`src/rtl/uart_rx_port_if.sv`:
```
// CPU-side I/O port bundle for the UART receive front-end.
// The slave side is the port itself; the master side is the bus/CPU.
interface uart_rx_port_if;
  logic       rx;
  logic       cs;
  logic       addr;
  logic       iorc_n;
  logic       iowc_n;
  logic [7:0] wdata;
  logic [7:0] rdata;
  logic       irq;

  modport slave (
    input  rx, cs, addr, iorc_n, iowc_n, wdata,
    output rdata, irq
  );

  modport master (
    output rx, cs, addr, iorc_n, iowc_n, wdata,
    input  rdata, irq
  );
endinterface

```
`src/rtl/uart_rx_port.sv`:
```
// 8N1 UART receiver with a 16x oversampled deframer and a small receive FIFO.
// The FIFO is exposed as an I/O-mapped DATA/STAT port and raises a level IRQ.
module uart_rx_port #(
  parameter int CLK_HZ  = 50000000,
  parameter int BAUD    = 9600,
  parameter int FIFO_AW = 4
) (
  input  logic          clk,
  input  logic          rst_n,
  uart_rx_port_if.slave bus
);
  localparam int DIV   = CLK_HZ / (BAUD * 16);
  localparam int DIVW  = (DIV > 1) ? $clog2(DIV) : 1;
  localparam int DEPTH = 2 ** FIFO_AW;

  typedef enum logic [1:0] {IDLE, START, DATA, STOP} state_t;

  logic               rxMeta_q, rxSync_q, rxPrev_q;
  state_t             state_q;
  logic [DIVW-1:0]    tickCnt_q;
  logic [3:0]         ovsCnt_q;
  logic [2:0]         bitIdx_q;
  logic [7:0]         shift_q;
  logic               pushReq_q, frameReq_q;
  logic [7:0]         pushData_q;

  logic [7:0]         fifoMem_q [DEPTH];
  logic [FIFO_AW-1:0] wrPtr_q, rdPtr_q;
  logic [FIFO_AW:0]   count_q;
  logic               overrun_q, frameErr_q, irqEn_q;
  logic               iorcPrev_q, iowcPrev_q, readArm_q, writeArm_q;
  logic [1:0]         wrCtrl_q;
  logic [7:0]         rdata_q;
  logic               irq_q;

  logic       tick, rxFall, nonEmpty, full;
  logic       iorcRise, iowcRise, doPop, doWrite, doPush;
  logic [7:0] statByte, headByte;

  assign tick     = (state_q != IDLE) && (tickCnt_q == DIVW'(DIV - 1));
  assign rxFall   = rxPrev_q & ~rxSync_q;
  assign nonEmpty = (count_q != '0);
  assign full     = (count_q == (FIFO_AW + 1)'(DEPTH));
  assign iorcRise = ~iorcPrev_q & bus.iorc_n;
  assign iowcRise = ~iowcPrev_q & bus.iowc_n;
  assign doPop    = iorcRise & readArm_q & nonEmpty;
  assign doWrite  = iowcRise & writeArm_q;
  // A pop in the same cycle frees the slot, so a push into a full FIFO still lands.
  assign doPush   = pushReq_q & (~full | doPop);
  assign statByte = {3'b000, irqEn_q, frameErr_q, overrun_q, full, nonEmpty};
  assign headByte = nonEmpty ? fifoMem_q[rdPtr_q] : 8'h00;

  assign bus.rdata = rdata_q;
  assign bus.irq   = irq_q;

  always_ff @(posedge clk or negedge rst_n) begin
    if (!rst_n) begin
      rxMeta_q <= 1'b1;
      rxSync_q <= 1'b1;
      rxPrev_q <= 1'b1;
    end else begin
      rxMeta_q <= bus.rx;
      rxSync_q <= rxMeta_q;
      rxPrev_q <= rxSync_q;
    end
  end

  always_ff @(posedge clk or negedge rst_n) begin
    if (!rst_n) begin
      state_q    <= IDLE;
      tickCnt_q  <= '0;
      ovsCnt_q   <= '0;
      bitIdx_q   <= '0;
      shift_q    <= '0;
      pushReq_q  <= 1'b0;
      frameReq_q <= 1'b0;
      pushData_q <= '0;
    end else begin
      pushReq_q  <= 1'b0;
      frameReq_q <= 1'b0;
      if (state_q == IDLE) begin
        tickCnt_q <= '0;
        ovsCnt_q  <= '0;
        if (rxFall) state_q <= START;
      end else begin
        tickCnt_q <= tick ? '0 : tickCnt_q + DIVW'(1);
        if (tick) ovsCnt_q <= ovsCnt_q + 4'd1;
        unique case (state_q)
          START: if (tick && ovsCnt_q == 4'd7) begin
            ovsCnt_q <= '0;
            bitIdx_q <= '0;
            state_q  <= rxSync_q ? IDLE : DATA;
          end
          DATA: if (tick && ovsCnt_q == 4'd15) begin
            shift_q[bitIdx_q] <= rxSync_q;
            bitIdx_q          <= bitIdx_q + 3'd1;
            if (bitIdx_q == 3'd7) state_q <= STOP;
          end
          STOP: if (tick && ovsCnt_q == 4'd15) begin
            pushReq_q  <= rxSync_q;
            frameReq_q <= ~rxSync_q;
            pushData_q <= shift_q;
            state_q    <= IDLE;
          end
          default: state_q <= IDLE;
        endcase
      end
    end
  end

  always_ff @(posedge clk) begin
    if (doPush) fifoMem_q[wrPtr_q] <= pushData_q;
  end

  // Bus strobes are qualified while low and acted on at their rising edge.
  always_ff @(posedge clk or negedge rst_n) begin
    if (!rst_n) begin
      wrPtr_q    <= '0;
      rdPtr_q    <= '0;
      count_q    <= '0;
      overrun_q  <= 1'b0;
      frameErr_q <= 1'b0;
      irqEn_q    <= 1'b0;
      iorcPrev_q <= 1'b1;
      iowcPrev_q <= 1'b1;
      readArm_q  <= 1'b0;
      writeArm_q <= 1'b0;
      wrCtrl_q   <= '0;
      rdata_q    <= '0;
      irq_q      <= 1'b0;
    end else begin
      iorcPrev_q <= bus.iorc_n;
      iowcPrev_q <= bus.iowc_n;

      if (!bus.iorc_n && bus.cs && !bus.addr) readArm_q <= 1'b1;
      else if (iorcRise)                      readArm_q <= 1'b0;

      if (!bus.iowc_n && bus.cs && bus.addr) begin
        writeArm_q <= 1'b1;
        wrCtrl_q   <= bus.wdata[1:0];
      end else if (iowcRise) begin
        writeArm_q <= 1'b0;
      end

      if (doPush) wrPtr_q <= wrPtr_q + FIFO_AW'(1);
      if (doPop)  rdPtr_q <= rdPtr_q + FIFO_AW'(1);
      if (doPush && !doPop)      count_q <= count_q + (FIFO_AW + 1)'(1);
      else if (doPop && !doPush) count_q <= count_q - (FIFO_AW + 1)'(1);

      if (doWrite) begin
        irqEn_q <= wrCtrl_q[0];
        if (wrCtrl_q[1]) begin
          overrun_q  <= 1'b0;
          frameErr_q <= 1'b0;
        end
      end
      if (pushReq_q && !doPush) overrun_q  <= 1'b1;
      if (frameReq_q)           frameErr_q <= 1'b1;

      rdata_q <= bus.addr ? statByte : headByte;
      irq_q   <= irqEn_q & nonEmpty;
    end
  end
endmodule

```
`src/flat_wrapper.sv`:
```
// flat-port wrapper written by rule: the top's interface ports become plain ports
module uart_rx_port_flat 
#(
  parameter int CLK_HZ  = 50000000,
  parameter int BAUD    = 9600,
  parameter int FIFO_AW = 4
)
  (clk, rst_n, bus_rx, bus_cs, bus_addr, bus_iorc_n, bus_iowc_n, bus_wdata, bus_rdata, bus_irq);
  uart_rx_port_if bus_i ();
  input  logic clk;
  input  logic rst_n;
  input wire logic [$bits(bus_i.rx)-1:0] bus_rx;
  input wire logic [$bits(bus_i.cs)-1:0] bus_cs;
  input wire logic [$bits(bus_i.addr)-1:0] bus_addr;
  input wire logic [$bits(bus_i.iorc_n)-1:0] bus_iorc_n;
  input wire logic [$bits(bus_i.iowc_n)-1:0] bus_iowc_n;
  input wire logic [$bits(bus_i.wdata)-1:0] bus_wdata;
  output wire logic [$bits(bus_i.rdata)-1:0] bus_rdata;
  output wire logic [$bits(bus_i.irq)-1:0] bus_irq;
  assign bus_i.rx = bus_rx;
  assign bus_i.cs = bus_cs;
  assign bus_i.addr = bus_addr;
  assign bus_i.iorc_n = bus_iorc_n;
  assign bus_i.iowc_n = bus_iowc_n;
  assign bus_i.wdata = bus_wdata;
  assign bus_rdata = bus_i.rdata;
  assign bus_irq = bus_i.irq;
  uart_rx_port #(.CLK_HZ(CLK_HZ), .BAUD(BAUD), .FIFO_AW(FIFO_AW)) u_core (.clk(clk), .rst_n(rst_n), .bus(bus_i));
endmodule
```
`config.mk`:
```
export PLATFORM = sky130hd
export DESIGN_NAME = uart_rx_port_flat
export DESIGN_NICKNAME = d
export VERILOG_FILES = /design/src/rtl/uart_rx_port_if.sv /design/src/rtl/uart_rx_port.sv /design/src/flat_wrapper.sv
export SDC_FILE = /design/constraint.sdc
export NUM_CORES = 1
export LEC_CHECK = 0
export ABC_AREA = 1
export CAP_MARGIN = 20
export CORE_MARGIN = 1.5
export CORE_UTILIZATION = 55
export DETAILED_ROUTE_END_ITERATION = 7
export PLACE_DENSITY_LB_ADDON = 0.2
export SETUP_SLACK_MARGIN = 0.15
export SYNTH_ARGS = -nofsm -noshare
export SYNTH_HDL_FRONTEND = slang
export SYNTH_SLANG_ARGS = --single-unit
```
`constraint.sdc`:
```
create_clock -name clk -period 2.4 [get_ports clk]
set_input_delay 0.48 -clock clk [delete_from_list [all_inputs] [get_ports clk]]
set_output_delay 0.48 -clock clk [all_outputs]
set_load 0.005 [all_outputs]
```
Word level (Yosys, flattened, before mapping)
Memory sizes are Yosys's and may differ from the RTL's.
Index checks and enable logic that the tools add are counted.
{"block": "totals", "ff_bits": 70, "latch_bits": 0, "ramBits": 128, "mem_bits_ro": 0, "out_inout_bits": 9, "word_cells": 136, "mem_count": 1}
{"block": "classes", "addsub": 7, "n_mul": 0, "div": 0, "order_cmp": 2, "eq_ne": 15, "shifts": 0, "n_mux": 40, "n_bitwise": 14, "reduce_logical": 33}
{"memory": "u_core.fifoMem_q", "depth": 16, "width": 8, "rd": 1, "rd_clocked_by_memory_dff": 0, "write_ports": 1, "line_no": "uart_rx_port.sv:27", "text": "logic [7:0] fifoMem_q [DEPTH];"}
{"operator": "$mux 9", "count": 2}
{"operator": "$reduce_bool 2->1", "count": 9}
{"operator": "$mux 1", "count": 17}
{"operator": "$mux 4", "count": 4}
{"operator": "$mux 8", "count": 2}
{"operator": "$mux 2", "count": 7}
{"operator": "$add 4x1->4 const B", "count": 3}
{"operator": "$ne 3x1->1 const B", "count": 4}
{"operator": "$logic_and 1x1->1", "count": 11}
{"operator": "$mux 5", "count": 2}
{"operator": "$add 9x1->9 const B", "count": 1}
{"operator": "$eq 9x9->1 const B", "count": 1}
{"operator": "$and 1x1->1", "count": 8}
{"operator": "$bwmux 8", "count": 1}
{"operator": "$mux 3", "count": 2}
{"operator": "$ne 2x1->1 const B", "count": 3}
{"operator": "$pmux 2 s3", "count": 1}
{"operator": "$pmux 3 s2", "count": 1}
{"operator": "$reduce_and 3->1", "count": 2}
{"operator": "$add 5x1->5 const B", "count": 1}
{"operator": "$eq 5x5->1 const B", "count": 1}
{"operator": "$logic_not 1->1", "count": 5}
{"operator": "$not 1->1", "count": 5}
{"operator": "$reduce_and 5->1", "count": 1}
{"operator": "15 further kinds", "count": 17}

Logic depth before layout (Yosys ltp)
{"block": "logic_depth", "depth_word": 10, "ltp_mapped": 16, "ltp_nobuf": 16}

Worst setup path after synthesis
Ideal clock, no wire load.
{"block": "synth_path", "path_type": "input-to-reg", "from": "in bus_iorc_n", "to": "reg u_core.count_q[4]", "setup_time_ns": 0.123, "arrival_ns": 2.221, "t_required_ns": 2.277, "path_slack_ns": 0.056, "stages": 14, "n_path_buf": 0, "path_cell_list": "inv_1 > nor3b_2 > nand2_2 > nand2_2 > nand2_2 > inv_2 > ha_1 > inv_1 > fa_1 > nand2_1 > a21oi_1 > o21ai_0 > nand3_1 > xor2_1"}
{"block": "synth_via", "elab_chain_cells": 8}
{"item": "start: declaration", "line_no": "flat_wrapper.sv:15", "text": "input wire logic [$bits(bus_i.iorc_n)-1:0] bus_iorc_n;"}
{"item": "$and 1x1->1 (*)", "line_no": "uart_rx_port.sv:44", "text": "assign iorcRise = ~iorcPrev_q & bus.iorc_n;"}
{"item": "$and 1x1->1 (*) (2 in a row)", "line_no": "uart_rx_port.sv:46", "text": "assign doPop = iorcRise & readArm_q & nonEmpty;"}
{"item": "$or 1x1->1 (*)", "line_no": "uart_rx_port.sv:49", "text": "assign doPush = pushReq_q & (~full | doPop);"}
{"item": "$and 1x1->1 (*)", "line_no": "uart_rx_port.sv:49"}
{"item": "via u_core.doPush", "line_no": "uart_rx_port.sv:37", "text": "logic iorcRise, iowcRise, doPop, doWrite, doPush;"}
{"item": "$logic_not 1->1", "line_no": "uart_rx_port.sv:148", "text": "else if (doPop && !doPush) count_q <= count_q - (FIFO_AW + 1)'(1);"}
{"item": "$logic_and 1x1->1", "line_no": "uart_rx_port.sv:148"}
{"item": "$reduce_bool 2->1 (no source line)"}
{"item": "end signal: assignment", "line_no": "uart_rx_port.sv:147", "text": "if (doPush && !doPop) count_q <= count_q + (FIFO_AW + 1)'(1);"}
{"item": "end signal: assignment", "line_no": "uart_rx_port.sv:148"}
{"item": "end: declaration", "line_no": "uart_rx_port.sv:29", "text": "logic [FIFO_AW:0] count_q;"}
Mark *: on every way through the listed nets, which the timed path passes. The rest lies on a longest branch.
A chain may end at the register's enable or synchronous reset.

Final worst setup path
{"block": "layout_path", "from": "reg u_core.iorcPrev_q", "to": "reg u_core.count_q[4]"}
{"block": "layout_via", "elab_chain_cells": 9}
{"item": "start: declaration", "line_no": "uart_rx_port.sv:31", "text": "logic iorcPrev_q, iowcPrev_q, readArm_q, writeArm_q;"}
{"item": "start signal: assignment", "line_no": "uart_rx_port.sv:132", "text": "iorcPrev_q <= bus.iorc_n;"}
{"item": "$not 1->1 (*)", "line_no": "uart_rx_port.sv:44"}
{"item": "$and 1x1->1 (*)", "line_no": "uart_rx_port.sv:44"}
{"item": "$and 1x1->1 (*) (2 in a row)", "line_no": "uart_rx_port.sv:46"}
{"item": "$or 1x1->1 (*)", "line_no": "uart_rx_port.sv:49"}
{"item": "$and 1x1->1 (*)", "line_no": "uart_rx_port.sv:49"}
{"item": "via u_core.doPush", "line_no": "uart_rx_port.sv:37"}
{"item": "$logic_not 1->1", "line_no": "uart_rx_port.sv:148"}
{"item": "$logic_and 1x1->1", "line_no": "uart_rx_port.sv:148"}
{"item": "$reduce_bool 2->1 (no source line)"}
Marked as above.

==> results.txt <==
The run finished with clean final reports. During placement, the flow inserted port buffers numbering 17. STA classifies the critical path endpoint as a flop. For this run, the total global-route usage over all layers was measured as about a quarter. Across the routed clock network, the largest skew measured is about 6.2 ps.

The maximum fanout count along the critical path came out at 5. The number of antenna violations at the first check in global routing came out at 0. The maximum vdd drop is roughly 0.00084 V.

The overall power came out at about 0.0096 W. Measured on the finished design, the core utilization comes to around two thirds. The routability congestion estimate from global placement came out at roughly 0.9. The final HPWL from detailed placement is between 10 and 15 mm. Clock tree synthesis inserted a total of 17 buffers. For the pin with the worst max-slew slack, the measured transition is 754 ps. The layout cell share with drive strength beyond 1 came out at between 10% and 20%. The total leakage power is between 4 and 5 nW. The count of routing violations after the opening detailed-route iteration is ~530.

The detailed-route via count is roughly 5600. The count of unresolved DRC violations after routing is 0. The insertion delay of the later-clocked pin in the worst-skew pair is 420 ps. Max-cap violations in this run came to 0. The number of synthesized flops with an enable pin came out at about 130. The top-level port count is 24. After global routing the overflow that remains totals 0. The hold buffer count at cts is 0.

The number of nets still failing antenna checks after routing is 0. The die area came out at between 15000 and 20000 sq um. The data arrival at the endpoint of the critical path came out at between 2000 and 2500 ps.

The nature of the critical path startpoint is a flop. The worst slack on hold paths is about 86 ps. The cell sitting at the root of the clock tree is a sky130_fd_sc_hd__clkbuf_16. The sum of routed wire length over all layers is ~18 mm.

The net count of the finished layout is 850. The count of final max-slew check failures is 0. The total iterations of the first detailed-routing run came out at 5.

The register area share after synthesis came out at about two thirds. The number of buffers on the longest clock path is 2. The total of warnings raised by yosys is 0.

Static timing analysis puts the maximum clock frequency at 474 MHz. The cell area after technology mapping came out at roughly 8400 sq um. The cell count after synthesis came out at between 700 and 800.

The area growth from synthesis to layout is 14.3%. 0 antenna diodes ended up in the layout. The most used flip-flop cell after synthesis is sky130_fd_sc_hd__edfxtp_1.

For this run, the number of standard cells in the final layout without fillers is 1013. The placeable core area came out at ~15000 sq um. The total power per unit cell area came out at 998 nW/um^2. The maximum number of pins on one net before global-route repair is 55. The die width came out at 127 um. After detailed routing, the average wire length per cell comes to ~18 um. The die height came out at about 130 um. The final-report hold violation count was 0. The clock-pin slew of the registers on the worst-case setup and hold paths came out at ~60 ps. Setup repair after global routing left no endpoint under its margin.

Fill cells in the final layout number approximately 1100. The sink count of the clock tree came out at around 200. The average via count per standard cell is between 5 and 6.

The number of placement rows is 44. The worst path needs approximately 2100 ps of the cycle, external delays included. The average cell area after synthesis came out at 11.0 sq um. The number of synthesized register bits is ~200. The total placed cells including tap cells came out at around 980.

In this run the worst hold path is classified as input port to asynchronous set/reset pin. The number of global-route vias before repair is ~5700. The final setup violation count came out at 0. The CTS tree is done. Of all flip-flops after synthesis, the portion carrying an async set or reset was 35.4%. The data required time at the worst endpoint is 2710 ps. The number of library cell types mapped by synthesis is 36. The sequential cells in the finished layout cover a total of 5610 sq um. The first global-routing pass estimated roughly 29 mm of wire. The worst setup path is of the flop to flop kind. The footprint of the multi-input gates is ~2500 sq um. In this run the cell area measured after placement is between 8000 and 9000 sq um.

The area of all placed cells without fillers is 9600 sq um. Counting every net in the synthesized netlist gives 800. The share of the clock period used by the worst path after layout is 87.9%.

The headroom to the max-slew limit came out at ~50%. The H-tree depth came out at 4. The effective utilization at floorplan came out at between 50% and 60%.
cells in the mapped netlist, drive strengths merged, types with 3 or more instances:
library cell / number / area share [%]
nor3: 15 / 0.89
buf: 15 / 0.88
dfrtp: 65 / 19
nor2: 105 / 5.1
xor2: 10 / 1.0
nand4: 7 / 0.74
a21oi: 21 / 1.3
dfstp: 5 / 1.6
nand3: 50 / 3.1
inv: 59 / 2.7
edfxtp: 128 / 46
clkbuf: 11 / 0.49
nor3b: 4 / 0.42
o221ai: 3 / 0.31
o211ai: 13 / 1.2
nand2: 140 / 6.4
ha: 18 / 2.7
o21ai: 85 / 5.1
o22ai: 6 / 0.45
area by class of cell:
class,count,share of cell area (%)
clock inverter,4,0.769
sequential,198,58.4
multi-input combinational,482,26.1
clock buffer,28,4.96
timing repair buffer,57,4.96
inverter,60,2.42
tap,184,2.40
flip-flops by register name (all words and copies together) (netlist names), 2 cells and up:
register	flops
u_core.fifoMem_q	128
u_core.tickCnt_q	9
u_core.bus.rdata	8
u_core.pushData_q	8
u_core.shift_q	8
u_core.count_q	5
u_core.ovsCnt_q	4
u_core.rdPtr_q	4
u_core.wrPtr_q	4
u_core.bitIdx_q	3
u_core.state_q	2
u_core.wrCtrl_q	2
kinds of logic after synthesis:
family / count (synthesis) / share of synthesized area, %
AND/OR/NAND/NOR: 322 / 16.7
XOR/XNOR: 11 / 1.15
buffers and inverters: 86 / 4.08
flip-flops: 198 / 66.7
adder cells (fa/ha/maj): 19 / 2.92
AO/OA/AOI/OAI: 130 / 8.40
worst paths after layout:
path | slack [ps] | depth (start not counted) | from | to
worst max-delay path | 290 | 13 | u_core.iorcPrev_q | u_core.count_q[4]
worst min-delay path | 90 | 1 | rst_n | u_core.bitIdx_q[1]
worst max register to register | 290 | 13 | u_core.iorcPrev_q | u_core.count_q[4]
worst min register to register | 360 | 0 | u_core.rxMeta_q | u_core.rxSync_q
max in group asynchronous | 1640 | 2 | rst_n | u_core.iorcPrev_q
min in group clk | 320 | 1 | bus_iorc_n | u_core.iorcPrev_q
stage by stage:
stage / setup slack, ps / setup TNS, ps
2_1_floorplan: 161 / 0
3_3_place_gp: -332 / -818
3_5_place_dp: -407 / -3560
4_1_cts: 169 / 0
5_1_grt: 161 / 0
6_report: 291 / 0
layout by cell type (no fill, tap or decap), drive strengths merged, types with 13 or more instances in the layout:
cell	count
nand2	140
clkdlybuf4s50	15
o211ai	13
dfrtp	65
a21oi	21
o21ai	85
clkbuf	28
ha	18
nor3	15
edfxtp	128
buf	41
nand3	50
inv	60
nor2	105
layer usage:
layer | wire, um | share of wire [%] | vias up | track usage [%]
li1 | - | - | 2726 | -
met1 | 7820 | 44 | 2738 | 31.2
met2 | 8760 | 49 | 139 | 39.2
met3 | 892 | 5.0 | 22 | 5.57
met4 | 399 | 2.2 | 0 | 8.11
met5 | 0 | 0 | - | 0
worst max-delay path, cell delays in order, from the launching register on:
cell                      delay, ps
sky130_fd_sc_hd__dfstp_2        380
sky130_fd_sc_hd__nor3b_4        230
sky130_fd_sc_hd__nand2_2        100
sky130_fd_sc_hd__nand2_2         80
sky130_fd_sc_hd__nand2_4         50
sky130_fd_sc_hd__inv_4           60
sky130_fd_sc_hd__ha_4           150
sky130_fd_sc_hd__inv_4           50
sky130_fd_sc_hd__fa_2           370
sky130_fd_sc_hd__nand2_2         70
sky130_fd_sc_hd__a21oi_2         60
sky130_fd_sc_hd__o21ai_1        140
sky130_fd_sc_hd__nand3_1        100
sky130_fd_sc_hd__xor2_1         140
power by group:
group          leakage, nW  switching [W]  internal (W)
sequential            2.38       0.000171       0.00380
combinational         1.49        0.00187       0.00103
clock                0.265        0.00114       0.00157
timing repair:
| action | CTS | global route |
|---|---|---|
| resized for setup | 9 | 4 |
| setup endpoints to repair | 2 | 2 |
| setup buffers | 3 | 2 |
| pin swaps | 7 | 1 |
Note: power is estimated with default switching activity, not from simulation.
